<file path="src/rtl/multicycle_control_pkg.sv">
// Shared definitions for the multi-cycle MIPS controller: state codes,
// opcodes, datapath select encodings and the packed control vector.
package mips_ctrl_pkg;

  localparam int STATE_BITS = 4;
  typedef logic [STATE_BITS-1:0] state_t;

  localparam state_t RESET_S  = 4'd0;
  localparam state_t FETCH    = 4'd1;
  localparam state_t DECODE   = 4'd2;
  localparam state_t MEM_ADDR = 4'd3;
  localparam state_t MEM_RD   = 4'd4;
  localparam state_t MEM_WB   = 4'd5;
  localparam state_t MEM_WR   = 4'd6;
  localparam state_t R_EXEC   = 4'd7;
  localparam state_t R_WB     = 4'd8;
  localparam state_t I_EXEC   = 4'd9;
  localparam state_t I_WB     = 4'd10;
  localparam state_t BRANCH   = 4'd11;
  localparam state_t JUMP     = 4'd12;

  localparam logic [5:0] OP_R    = 6'h00;
  localparam logic [5:0] OP_J    = 6'h02;
  localparam logic [5:0] OP_JAL  = 6'h03;
  localparam logic [5:0] OP_BEQ  = 6'h04;
  localparam logic [5:0] OP_BNE  = 6'h05;
  localparam logic [5:0] OP_ADDI = 6'h08;
  localparam logic [5:0] OP_ORI  = 6'h0D;
  localparam logic [5:0] OP_LUI  = 6'h0F;
  localparam logic [5:0] OP_LW   = 6'h23;
  localparam logic [5:0] OP_SW   = 6'h2B;

  localparam logic [2:0] ALU_ADD   = 3'b000;
  localparam logic [2:0] ALU_SUB   = 3'b001;
  localparam logic [2:0] ALU_ADDI  = 3'b100;
  localparam logic [2:0] ALU_ORI   = 3'b101;
  localparam logic [2:0] ALU_LUI   = 3'b110;
  localparam logic [2:0] ALU_RTYPE = 3'b111;

  localparam logic [1:0] SRCB_RT     = 2'b00;
  localparam logic [1:0] SRCB_FOUR   = 2'b01;
  localparam logic [1:0] SRCB_IMM    = 2'b10;
  localparam logic [1:0] SRCB_IMM_SH = 2'b11;

  localparam logic [1:0] PCSRC_ALU    = 2'b00;
  localparam logic [1:0] PCSRC_ALUOUT = 2'b01;
  localparam logic [1:0] PCSRC_JUMP   = 2'b10;

  localparam logic [1:0] REGDST_RT = 2'b00;
  localparam logic [1:0] REGDST_RD = 2'b01;
  localparam logic [1:0] REGDST_RA = 2'b10;

  localparam logic [1:0] WB_ALUOUT = 2'b00;
  localparam logic [1:0] WB_MDR    = 2'b01;
  localparam logic [1:0] WB_PC     = 2'b10;

  typedef struct packed {
    logic       pc_write;
    logic       branch_eq;
    logic       branch_ne;
    logic       i_or_d;
    logic       mem_read;
    logic       mem_write;
    logic       ir_write;
    logic [1:0] reg_dst;
    logic [1:0] mem_to_reg;
    logic       reg_write;
    logic       alu_src_a;
    logic [1:0] alu_src_b;
    logic [2:0] alu_op;
    logic [1:0] pc_source;
    logic       illegal_op;
  } ctrl_t;

endpackage

</file>
<file path="src/rtl/multicycle_control_if.sv">
// Controller <-> datapath signal bundle. The datapath is the master
// (supplies opcode and memory ready), the controller is the slave.
interface multicycle_control_if #(
  parameter int STATE_W = 4
);
  logic [5:0]         opcode_i;
  logic               mem_ready_i;
  logic               pc_write_o;
  logic               branch_eq_o;
  logic               branch_ne_o;
  logic               i_or_d_o;
  logic               mem_read_o;
  logic               mem_write_o;
  logic               ir_write_o;
  logic [1:0]         reg_dst_o;
  logic [1:0]         mem_to_reg_o;
  logic               reg_write_o;
  logic               alu_src_a_o;
  logic [1:0]         alu_src_b_o;
  logic [2:0]         alu_op_o;
  logic [1:0]         pc_source_o;
  logic               illegal_op_o;
  logic [STATE_W-1:0] state_o;

  modport master (
    output opcode_i, mem_ready_i,
    input  pc_write_o, branch_eq_o, branch_ne_o, i_or_d_o, mem_read_o,
           mem_write_o, ir_write_o, reg_dst_o, mem_to_reg_o, reg_write_o,
           alu_src_a_o, alu_src_b_o, alu_op_o, pc_source_o, illegal_op_o,
           state_o
  );

  modport slave (
    input  opcode_i, mem_ready_i,
    output pc_write_o, branch_eq_o, branch_ne_o, i_or_d_o, mem_read_o,
           mem_write_o, ir_write_o, reg_dst_o, mem_to_reg_o, reg_write_o,
           alu_src_a_o, alu_src_b_o, alu_op_o, pc_source_o, illegal_op_o,
           state_o
  );
endinterface

</file>
<file path="src/rtl/multicycle_control_output_decode.sv">
// Moore output decode: state plus instruction opcode to datapath controls.
// Only FETCH additionally looks at mem_ready to qualify its register loads.
module mc_output_decode
  import mips_ctrl_pkg::*;
(
  input  state_t     state,
  input  logic [5:0] opcode,
  input  logic       mem_ready,
  output ctrl_t      ctrl
);

  always_comb begin
    ctrl = '0;
    case (state)
      FETCH: begin
        ctrl.mem_read  = 1'b1;
        ctrl.alu_src_b = SRCB_FOUR;
        ctrl.alu_op    = ALU_ADD;
        ctrl.pc_source = PCSRC_ALU;
        ctrl.ir_write  = mem_ready;
        ctrl.pc_write  = mem_ready;
      end
      DECODE: begin
        ctrl.alu_src_b = SRCB_IMM_SH;
        ctrl.alu_op    = ALU_ADD;
        case (opcode)
          OP_R, OP_J, OP_JAL, OP_BEQ, OP_BNE,
          OP_ADDI, OP_ORI, OP_LUI, OP_LW, OP_SW: ctrl.illegal_op = 1'b0;
          default:                               ctrl.illegal_op = 1'b1;
        endcase
      end
      MEM_ADDR: begin
        ctrl.alu_src_a = 1'b1;
        ctrl.alu_src_b = SRCB_IMM;
        ctrl.alu_op    = ALU_ADD;
      end
      MEM_RD: begin
        ctrl.mem_read = 1'b1;
        ctrl.i_or_d   = 1'b1;
      end
      MEM_WB: begin
        ctrl.reg_write  = 1'b1;
        ctrl.reg_dst    = REGDST_RT;
        ctrl.mem_to_reg = WB_MDR;
      end
      MEM_WR: begin
        ctrl.mem_write = 1'b1;
        ctrl.i_or_d    = 1'b1;
      end
      R_EXEC: begin
        ctrl.alu_src_a = 1'b1;
        ctrl.alu_src_b = SRCB_RT;
        ctrl.alu_op    = ALU_RTYPE;
      end
      R_WB: begin
        ctrl.reg_write  = 1'b1;
        ctrl.reg_dst    = REGDST_RD;
        ctrl.mem_to_reg = WB_ALUOUT;
      end
      I_EXEC: begin
        ctrl.alu_src_a = 1'b1;
        ctrl.alu_src_b = SRCB_IMM;
        case (opcode)
          OP_ADDI: ctrl.alu_op = ALU_ADDI;
          OP_ORI:  ctrl.alu_op = ALU_ORI;
          default: ctrl.alu_op = ALU_LUI;
        endcase
      end
      I_WB: begin
        ctrl.reg_write  = 1'b1;
        ctrl.reg_dst    = REGDST_RT;
        ctrl.mem_to_reg = WB_ALUOUT;
      end
      BRANCH: begin
        ctrl.alu_src_a = 1'b1;
        ctrl.alu_src_b = SRCB_RT;
        ctrl.alu_op    = ALU_SUB;
        ctrl.pc_source = PCSRC_ALUOUT;
        ctrl.branch_eq = (opcode == OP_BEQ);
        ctrl.branch_ne = (opcode == OP_BNE);
      end
      JUMP: begin
        ctrl.pc_write  = 1'b1;
        ctrl.pc_source = PCSRC_JUMP;
        if (opcode == OP_JAL) begin
          ctrl.reg_write  = 1'b1;
          ctrl.reg_dst    = REGDST_RA;
          ctrl.mem_to_reg = WB_PC;
        end
      end
      default: ctrl = '0;
    endcase
  end

endmodule

</file>
<file path="src/rtl/multicycle_control.sv">
// Multi-cycle MIPS controller: state and latched-opcode registers plus
// next-state logic; output decode lives in mc_output_decode.
module multicycle_control
  import mips_ctrl_pkg::*;
#(
  parameter int STATE_W = 4
) (
  input logic                clk,
  input logic                reset,
  multicycle_control_if.slave bus
);

  state_t     state_q;
  state_t     next_state;
  logic [5:0] op_q;
  logic [5:0] dec_op;
  ctrl_t      ctrl;

  // DECODE must act on the live opcode since op_q only loads at its end.
  assign dec_op = (state_q == DECODE) ? bus.opcode_i : op_q;

  always_ff @(posedge clk or negedge reset) begin
    if (!reset) begin
      state_q <= RESET_S;
      op_q    <= '0;
    end else begin
      state_q <= next_state;
      if (state_q == DECODE) op_q <= bus.opcode_i;
    end
  end

  always_comb begin
    next_state = FETCH;
    case (state_q)
      RESET_S: next_state = FETCH;
      FETCH:   next_state = bus.mem_ready_i ? DECODE : FETCH;
      DECODE: begin
        case (bus.opcode_i)
          OP_LW, OP_SW:            next_state = MEM_ADDR;
          OP_R:                    next_state = R_EXEC;
          OP_ADDI, OP_ORI, OP_LUI: next_state = I_EXEC;
          OP_BEQ, OP_BNE:          next_state = BRANCH;
          OP_J, OP_JAL:            next_state = JUMP;
          default:                 next_state = FETCH;
        endcase
      end
      MEM_ADDR: next_state = (op_q == OP_LW) ? MEM_RD : MEM_WR;
      MEM_RD:   next_state = bus.mem_ready_i ? MEM_WB : MEM_RD;
      MEM_WR:   next_state = bus.mem_ready_i ? FETCH : MEM_WR;
      R_EXEC:   next_state = R_WB;
      I_EXEC:   next_state = I_WB;
      default:  next_state = FETCH;
    endcase
  end

  mc_output_decode u_output_decode (
    .state     (state_q),
    .opcode    (dec_op),
    .mem_ready (bus.mem_ready_i),
    .ctrl      (ctrl)
  );

  assign bus.pc_write_o   = ctrl.pc_write;
  assign bus.branch_eq_o  = ctrl.branch_eq;
  assign bus.branch_ne_o  = ctrl.branch_ne;
  assign bus.i_or_d_o     = ctrl.i_or_d;
  assign bus.mem_read_o   = ctrl.mem_read;
  assign bus.mem_write_o  = ctrl.mem_write;
  assign bus.ir_write_o   = ctrl.ir_write;
  assign bus.reg_dst_o    = ctrl.reg_dst;
  assign bus.mem_to_reg_o = ctrl.mem_to_reg;
  assign bus.reg_write_o  = ctrl.reg_write;
  assign bus.alu_src_a_o  = ctrl.alu_src_a;
  assign bus.alu_src_b_o  = ctrl.alu_src_b;
  assign bus.alu_op_o     = ctrl.alu_op;
  assign bus.pc_source_o  = ctrl.pc_source;
  assign bus.illegal_op_o = ctrl.illegal_op;
  assign bus.state_o      = STATE_W'(state_q);

endmodule

</file>
<file path="src/flat_wrapper.sv">
// flat-port wrapper written by rule: the top's interface ports become plain ports
module multicycle_control_flat import mips_ctrl_pkg::*;
#(
  parameter int STATE_W = 4
)
  (clk, reset, bus_opcode_i, bus_mem_ready_i, bus_pc_write_o, bus_branch_eq_o, bus_branch_ne_o, bus_i_or_d_o, bus_mem_read_o, bus_mem_write_o, bus_ir_write_o, bus_reg_dst_o, bus_mem_to_reg_o, bus_reg_write_o, bus_alu_src_a_o, bus_alu_src_b_o, bus_alu_op_o, bus_pc_source_o, bus_illegal_op_o, bus_state_o);
  multicycle_control_if #(.STATE_W(STATE_W)) bus_i ();
  input logic clk;
  input logic reset;
  input wire logic [$bits(bus_i.opcode_i)-1:0] bus_opcode_i;
  input wire logic [$bits(bus_i.mem_ready_i)-1:0] bus_mem_ready_i;
  output wire logic [$bits(bus_i.pc_write_o)-1:0] bus_pc_write_o;
  output wire logic [$bits(bus_i.branch_eq_o)-1:0] bus_branch_eq_o;
  output wire logic [$bits(bus_i.branch_ne_o)-1:0] bus_branch_ne_o;
  output wire logic [$bits(bus_i.i_or_d_o)-1:0] bus_i_or_d_o;
  output wire logic [$bits(bus_i.mem_read_o)-1:0] bus_mem_read_o;
  output wire logic [$bits(bus_i.mem_write_o)-1:0] bus_mem_write_o;
  output wire logic [$bits(bus_i.ir_write_o)-1:0] bus_ir_write_o;
  output wire logic [$bits(bus_i.reg_dst_o)-1:0] bus_reg_dst_o;
  output wire logic [$bits(bus_i.mem_to_reg_o)-1:0] bus_mem_to_reg_o;
  output wire logic [$bits(bus_i.reg_write_o)-1:0] bus_reg_write_o;
  output wire logic [$bits(bus_i.alu_src_a_o)-1:0] bus_alu_src_a_o;
  output wire logic [$bits(bus_i.alu_src_b_o)-1:0] bus_alu_src_b_o;
  output wire logic [$bits(bus_i.alu_op_o)-1:0] bus_alu_op_o;
  output wire logic [$bits(bus_i.pc_source_o)-1:0] bus_pc_source_o;
  output wire logic [$bits(bus_i.illegal_op_o)-1:0] bus_illegal_op_o;
  output wire logic [$bits(bus_i.state_o)-1:0] bus_state_o;
  assign bus_i.opcode_i = bus_opcode_i;
  assign bus_i.mem_ready_i = bus_mem_ready_i;
  assign bus_pc_write_o = bus_i.pc_write_o;
  assign bus_branch_eq_o = bus_i.branch_eq_o;
  assign bus_branch_ne_o = bus_i.branch_ne_o;
  assign bus_i_or_d_o = bus_i.i_or_d_o;
  assign bus_mem_read_o = bus_i.mem_read_o;
  assign bus_mem_write_o = bus_i.mem_write_o;
  assign bus_ir_write_o = bus_i.ir_write_o;
  assign bus_reg_dst_o = bus_i.reg_dst_o;
  assign bus_mem_to_reg_o = bus_i.mem_to_reg_o;
  assign bus_reg_write_o = bus_i.reg_write_o;
  assign bus_alu_src_a_o = bus_i.alu_src_a_o;
  assign bus_alu_src_b_o = bus_i.alu_src_b_o;
  assign bus_alu_op_o = bus_i.alu_op_o;
  assign bus_pc_source_o = bus_i.pc_source_o;
  assign bus_illegal_op_o = bus_i.illegal_op_o;
  assign bus_state_o = bus_i.state_o;
  multicycle_control #(.STATE_W(STATE_W)) u_core (.clk(clk), .reset(reset), .bus(bus_i));
endmodule
</file>
<file path="config.mk">
export PLATFORM = sky130hd
export DESIGN_NAME = multicycle_control_flat
export DESIGN_NICKNAME = d
export VERILOG_FILES = /design/src/rtl/multicycle_control_pkg.sv /design/src/rtl/multicycle_control_if.sv /design/src/rtl/multicycle_control_output_decode.sv /design/src/rtl/multicycle_control.sv /design/src/flat_wrapper.sv
export SDC_FILE = /design/constraint.sdc
export NUM_CORES = 1
export LEC_CHECK = 0
export ABC_CLOCK_PERIOD_IN_PS = 3200
export BUFFER_PORTS_ARGS = -buffer_cell sky130_fd_sc_hd__buf_2
export CAP_MARGIN = 20
export CORE_MARGIN = 2
export CORE_UTILIZATION = 36
export DETAILED_ROUTE_END_ITERATION = 6
export GPL_TIMING_DRIVEN = 0
export PLACE_DENSITY = 0.71
export SYNTH_ARGS = -nofsm -noshare
export SYNTH_HDL_FRONTEND = slang
export SYNTH_SLANG_ARGS = --single-unit
</file>
<file path="constraint.sdc">
create_clock -name clk -period 3.2 [get_ports clk]
set_input_delay 0.16 -clock clk [delete_from_list [all_inputs] [get_ports clk]]
set_output_delay 0.16 -clock clk [all_outputs]
set_load 0.02 [all_outputs]
</file>
==> flow_summary.yaml, run 1 <==
run_status:
  status: "finished clean"
route:
  drcViolationCount: 0
  drt-initial-drc-count: 25
  vias: 1029
  wire_per_inst_um: 12.6
  avgViaCountPerCell: 5.44
  firstDrtPassIters: 4
  wl_mm: 2.37
  antenna_left: 0
logic_synthesis:
  synth-main-ff-cell: "dfrtp_1"
  synth-edff-count: 0
  synthesis.nets: 133
  syn_area_um2: 960
  seq_area_frac_synth_pct: 26.1
  synth_cells: 124
  ys_ff_latch: 10
  synth.distinct_cells: 43
  yosysWarnings: 0
  syn_area_per_cell_um2: 7.74
  async_reset_ff_share_pct: 100
floorplan:
  die_h_um: 55.6
  die_w_um: 55.6
  coreArea_mm2: 0.00250
  die_area_mm2: 0.00309
  rows: 18
  initial_utilization_pct: 38.4
  io_pins: 34
critical_path:
  worstPathRequired_ps: 3040
  cp-end-kind: "output pin"
  cpMostUsedCell: "buf_6"
  crit_type: "reg -> out"
  start_kind: "flop"
  path_buf_inv: 3
  crit_chain: "buf_6 -> or4b_1 -> buf_6 -> mux2i_4 -> o2111a_2 -> a211o_1 -> buf_2"
  crit_path_max_fanout: 9
  slowest_stage: "or4b_1"
  worstPathArrival_ps: 2200
  cpPeakStageDelay_ps: 500
  critPathTopFamily: "simple AND/OR/NAND/NOR gates"
clocking:
  htreeDepth: 1
  cts_root_buf: "clkbuf_4"
  worst_skew_pair.late_latency_ps: 250
  cts_tree: "built"
  clockBufferDepth: 2
  ctsResizeCount: 0
  numCtsBuffers: 3
  clk_pin_slew_ps: 50
  cts_sinks: 10
sta:
  maxSlewViolCount: 0
  fin_tns_setup_ps: 0
  max_freq_ghz: 0.424
  finalSetupViolations: 0
  hold_viol: 0
  whs_ps: 192
  rsz0062_at_grt: "no"
  slew_headroom_pct: 60.3
  final.period_utilization_pct: 73.8
  period_needed_ps: 2360
  worst_pin_slew_ps: 594
  finClkSkew_ps: 0.229
global_route:
  grt_max_degree: 11
  gr-total-overflow: 0
  met3_usage_pct: 5.12
  grtUsageMet1_pct: 19.8
  use_met2_pct: 25.5
  grt_pass1_wl_mm: 3.88
  grt_pass1_vias: 901
  antenna_found_initial: 0
  top_usage_layer: "met2"
  grt_usage_pct: 15.4
pwr:
  comb_power_share_pct: 68.8
  p_per_area_mw_per_mm2: 900
  p_int_w: 0.000519
  vdd_drop_max_mv: 0.512
  switching_share_pct: 51.4
  pwr-share-seq_pct: 23.8
  leakage_nw: 0.613
  power_switching_w: 0.000548
  pwr-share-clk_pct: 7.4
  total_power_w: 0.00107
layout:
  diodes: 0
  drive_gt1_share_pct: 28.3
  final_cells: 189
  syn_to_final_growth_pct: 23.5
  nNetsFinal: 170
  final_util_pct: 47.4
placement:
  gp_congestion: 0.849
  dp_cells: 185
  portBuffers: 31
  place_hpwl_mm: 1.96
flow_run:
  max_cap_violations: 0
min_path:
  hold_path.class: "in -> reg"
-- area by class of cell --
type | instances | area, um^2
plain buffers | 9 | 61.3
clock buffers | 3 | 22.5
fillers | 257 | 1320
inverters | 9 | 33.8
multi-input cells | 96 | 614
flip-flops and latches | 10 | 250
well taps | 30 | 37.5
repair buffers | 32 | 165
-- worst register-to-register path: stages, from the launching register on --
cell      delay [ps]
dfrtp_1          430
clkbuf_1         390
inv_1            160
nor2_1           320
a21oi_1          110
o311ai_0         300
-- cell usage after synthesis (2+ instances only) --
library cell  number  area, um^2
o21ai_0            2        10.0
o31ai_1            2        15.0
a31oi_1            2        12.5
a21oi_1            5        25.0
nor2b_1            2        12.5
inv_1              9        33.8
nor2_1            12        45.0
a211oi_1           3        22.5
buf_6              3        33.8
dfrtp_1           10         250
nand2b_1           5        31.3
o21a_1             2        15.0
a21o_1             2        15.0
clkbuf_1           3        11.3
mux2i_1            4        40.0
nor3_1             7        35.0
nand2_1           21        78.8
nand3_1            3        15.0
nor4_1             2        12.5
xor2_1             2        17.5
-- kinds of logic after synthesis --
logic type	Yosys count	share of synthesized area, %
AND/OR/NAND/NOR	62	34.4
AO/OA/AOI/OAI	25	18.8
buffers and inverters	18	9.91
flip-flops	10	26.1
multiplexers	6	8.08
XOR/XNOR	3	2.74
-- per-stage QoR --
step	area, um^2	worst slack [ps]
detailed placement	1150	1120
global placement	1150	1130
global route	1180	683
CTS	1180	820
floorplan	960	900
finish	1180	839
-- power by group through the flow --
stage | clock [W] | sequential (W) | combinational, W
2_1_floorplan | 0 | 0.000267 | 0.000531
3_3_place_gp | 0 | 0.000252 | 0.000720
3_5_place_dp | 0 | 0.000254 | 0.000732
4_1_cts | 0.0000842 | 0.000252 | 0.000736
5_1_grt | 0.0000924 | 0.000262 | 0.000801
6_report | 0.0000788 | 0.000254 | 0.000734
-- state kept, by name (all words and copies together), names as in the netlist --
name and flops:
u_core.op_q 6, u_core.bus.state_o 4
-- timing repair --
item                      CTS  global route
setup buffers               0             0
hold endpoints to repair   10             0
hold buffers                1             0
-- layout by cell type, fill, tap and decap left out, types with 4 or more instances in the layout --
cell type	instances
nor2_1	12
dfrtp_1	10
nand2_1	21
nand2b_1	5
nor3_1	7
buf_2	32
mux2i_1	4
a21oi_1	5
inv_1	9
-- layer usage --
layer / vias up / share of wire (%) / routed length (um)
li1: 506 / - / -
met1: 481 / 46 / 1100
met5: - / 0 / 0
met4: 0 / 0.72 / 17
met2: 40 / 47 / 1110
met3: 2 / 6.2 / 146
-- path summary, 6_finish.rpt --
check / start / endpoint / slack (ps) / cells after the start
max reg2reg: u_core.bus.state_o[0] / u_core.bus.state_o[1] / 1370 / 5
min in group asynchronous: reset / u_core.op_q[4] / 280 / 2
min reg2reg: u_core.op_q[5] / u_core.op_q[5] / 520 / 2
max: u_core.bus.state_o[3] / bus_reg_write_o / 840 / 7
max in group asynchronous: reset / u_core.bus.state_o[1] / 2730 / 2
min: bus_opcode_i[5] / u_core.op_q[5] / 190 / 3
No activity file was read; power rests on OpenSTA's default activity.
==> run 2: changes to the inputs <==
Settings changed: ABC_CLOCK_PERIOD_IN_PS 3200 to 2100, PLACE_DENSITY 0.71 to 0.73.
Clock period 3.2 ns to 2.1 ns, I/O delays scaled along.
==> run 2 against run 1 <==
Net effect:
- the flow now finishes with violations (negative setup slack)
- design area up 15%
- clock skew up 5.2 ps
- non-clock buffer count up 9
- sequential cell count unchanged
- cell count up 5.3%
- combinational power up 84%
- count of clock-buffer cells in the layout up 1
==> flow_summary.yaml, run 2 (synthesized netlist as in run 1, its figures left out) <==
placement:
  place_hpwl_mm: 2.04
  post_dp_cell_area_mm2: 0.00117
  gp_congestion: 0.877
  portBuffers: 31
  dp_cells: 185
global_route:
  gr-total-overflow: 0
  antenna_found_initial: 0
  grt_max_degree: 11
  grt_pass1_wl_mm: 4.40
  grt_usage_pct: 17.7
  grt_pass1_vias: 957
sta:
  whs_ps: 120
  fin_ws_ps: -77.3
  slew_headroom_pct: 71.7
  fin_tns_setup_ps: -230
  worst_pin_slew_ps: 424
  maxSlewViolCount: 0
  rsz0062_at_grt: "yes"
  period_needed_ps: 2180
  hold_viol: 0
  finalSetupViolations: 6
  final.period_utilization_pct: 104
  finClkSkew_ps: 5.47
  max_freq_ghz: 0.459
route:
  wl_met1_mm: 1.19
  vias: 1088
  wl_mm: 2.82
  avgViaCountPerCell: 5.47
  firstDrtPassIters: 4
  dr_wl_met2_mm: 1.29
  drcViolationCount: 0
  drt-initial-drc-count: 46
  wire_per_inst_um: 14.1
  highest_layer: "met4"
  met3_wirelength_um: 232
  antenna_left: 0
run_status:
  status: "finished with violations"
  violations: "negative setup slack"
critical_path:
  cpPeakStageDelay_ps: 620
  cp-end-kind: "output pin"
  worstPathArrival_ps: 2070
  crit_path_max_fanout: 5
  worstPathRequired_ps: 2000
  start_kind: "flop"
  slowest_stage: "or4b_4"
  crit_type: "reg -> out"
  crit_chain: "or4b_4 -> mux2i_4 -> o2111a_2 -> a211o_1 -> buf_6"
layout:
  largest_reg_flops: 6
  diodes: 0
  n_fill_cell: 245
  final_util_pct: 54.3
  nNetsFinal: 179
  top_register: "u_core.op_q"
  layout_commonest_cell: "buf_2"
  syn_to_final_growth_pct: 41.5
  final_cells: 199
  final_cell_mix: "26 x buf_2, 19 x nand2_1, 13 x buf_4, 12 x nor2_1, 10 x dfrtp_1"
  design_area_mm2: 0.00136
  drive_gt1_share_pct: 37.9
  multi_input_area_um2: 679
  seqCellArea_um2: 250
pwr:
  leakage_nw: 0.682
  comb_power_share_pct: 70.1
  p_per_area_mw_per_mm2: 1420
  vdd_drop_max_mv: 0.829
  power_switching_w: 0.000969
  switching_share_pct: 50.2
  p_int_w: 0.000960
  pwr-share-seq_pct: 20.4
  pwr-share-clk_pct: 9.6
clocking:
  clk_pin_slew_ps: 70
  worst_skew_pair.late_latency_ps: 280
  numCtsBuffers: 3
  htreeDepth: 1
  cts_tree: "built"
  cts_root_buf: "clkbuf_4"
  clockBufferDepth: 2
  cts_sinks: 10
floorplan:
  die_h_um: 55.6
  coreArea_mm2: 0.00250
  rows: 18
  initial_utilization_pct: 38.4
  die_w_um: 55.6
  io_pins: 34
  die_area_mm2: 0.00309
min_path:
  hold_path.class: "in -> reg"
flow_run:
  max_cap_violations: 0
-- run 2: layer usage --
metal	vias up	global-route usage, %
li1	529	-
met1	488	22.9
met2	58	29.4
met3	13	3.72
met4	0	5.23
met5	-	0
-- run 2: worst paths after layout --
path	start	to	slack, ps	depth (start not counted)
worst max-delay path	u_core.bus.state_o[0]	bus_reg_write_o	-80	5
worst min-delay path	bus_opcode_i[5]	u_core.op_q[5]	120	3
worst max register to register	u_core.bus.state_o[0]	u_core.bus.state_o[1]	430	5
worst min register to register	u_core.op_q[4]	u_core.op_q[4]	540	2
max in group asynchronous	reset	u_core.bus.state_o[0]	1700	2
min in group asynchronous	reset	u_core.op_q[0]	210	2
-- run 2: worst max-delay path: cells and delay by family (launching register included) --
kind / cells / cell delay, ps
buffers and inverters: 1 / 130
AOI/OAI and AO/OA: 2 / 420
and+or+nand+nor: 1 / 620
DFF: 1 / 400
muxes: 1 / 230
-- run 2: layout make-up --
cell class | count | share of cell area (%)
multi-input combinational | 96 | 50.0
timing repair buffer | 43 | 20.7
tap | 30 | 2.76
sequential | 10 | 18.4
inverter | 9 | 2.49
clock buffer | 4 | 2.67
buffer | 7 | 2.86
-- run 2: what timing repair did --
action	in CTS	in global routing
hold buffers	1	0
pin swaps	4	4
gates resized for setup	5	16
hold endpoints to repair	10	0
endpoints found under the setup margin	8	9
setup buffers	7	4
cloned	0	0
-- run 2: per-stage QoR --
step           setup slack [ps]  total power (W)
6_report                  -77.3          0.00193
5_1_grt                    -130          0.00205
4_1_cts                    -183          0.00181
3_5_place_dp               13.9          0.00153
3_3_place_gp               18.1          0.00150
2_1_floorplan              6.92          0.00123
-- run 2: power by group through the flow --
stage	Combinational, W	Clock (W)	Sequential (W)
6_report	0.00135	0.000185	0.000393
2_1_floorplan	0.000827	0	0.000407
4_1_cts	0.00124	0.000188	0.000383
5_1_grt	0.00144	0.000199	0.000408
3_3_place_gp	0.00111	0	0.000388
3_5_place_dp	0.00113	0	0.000395
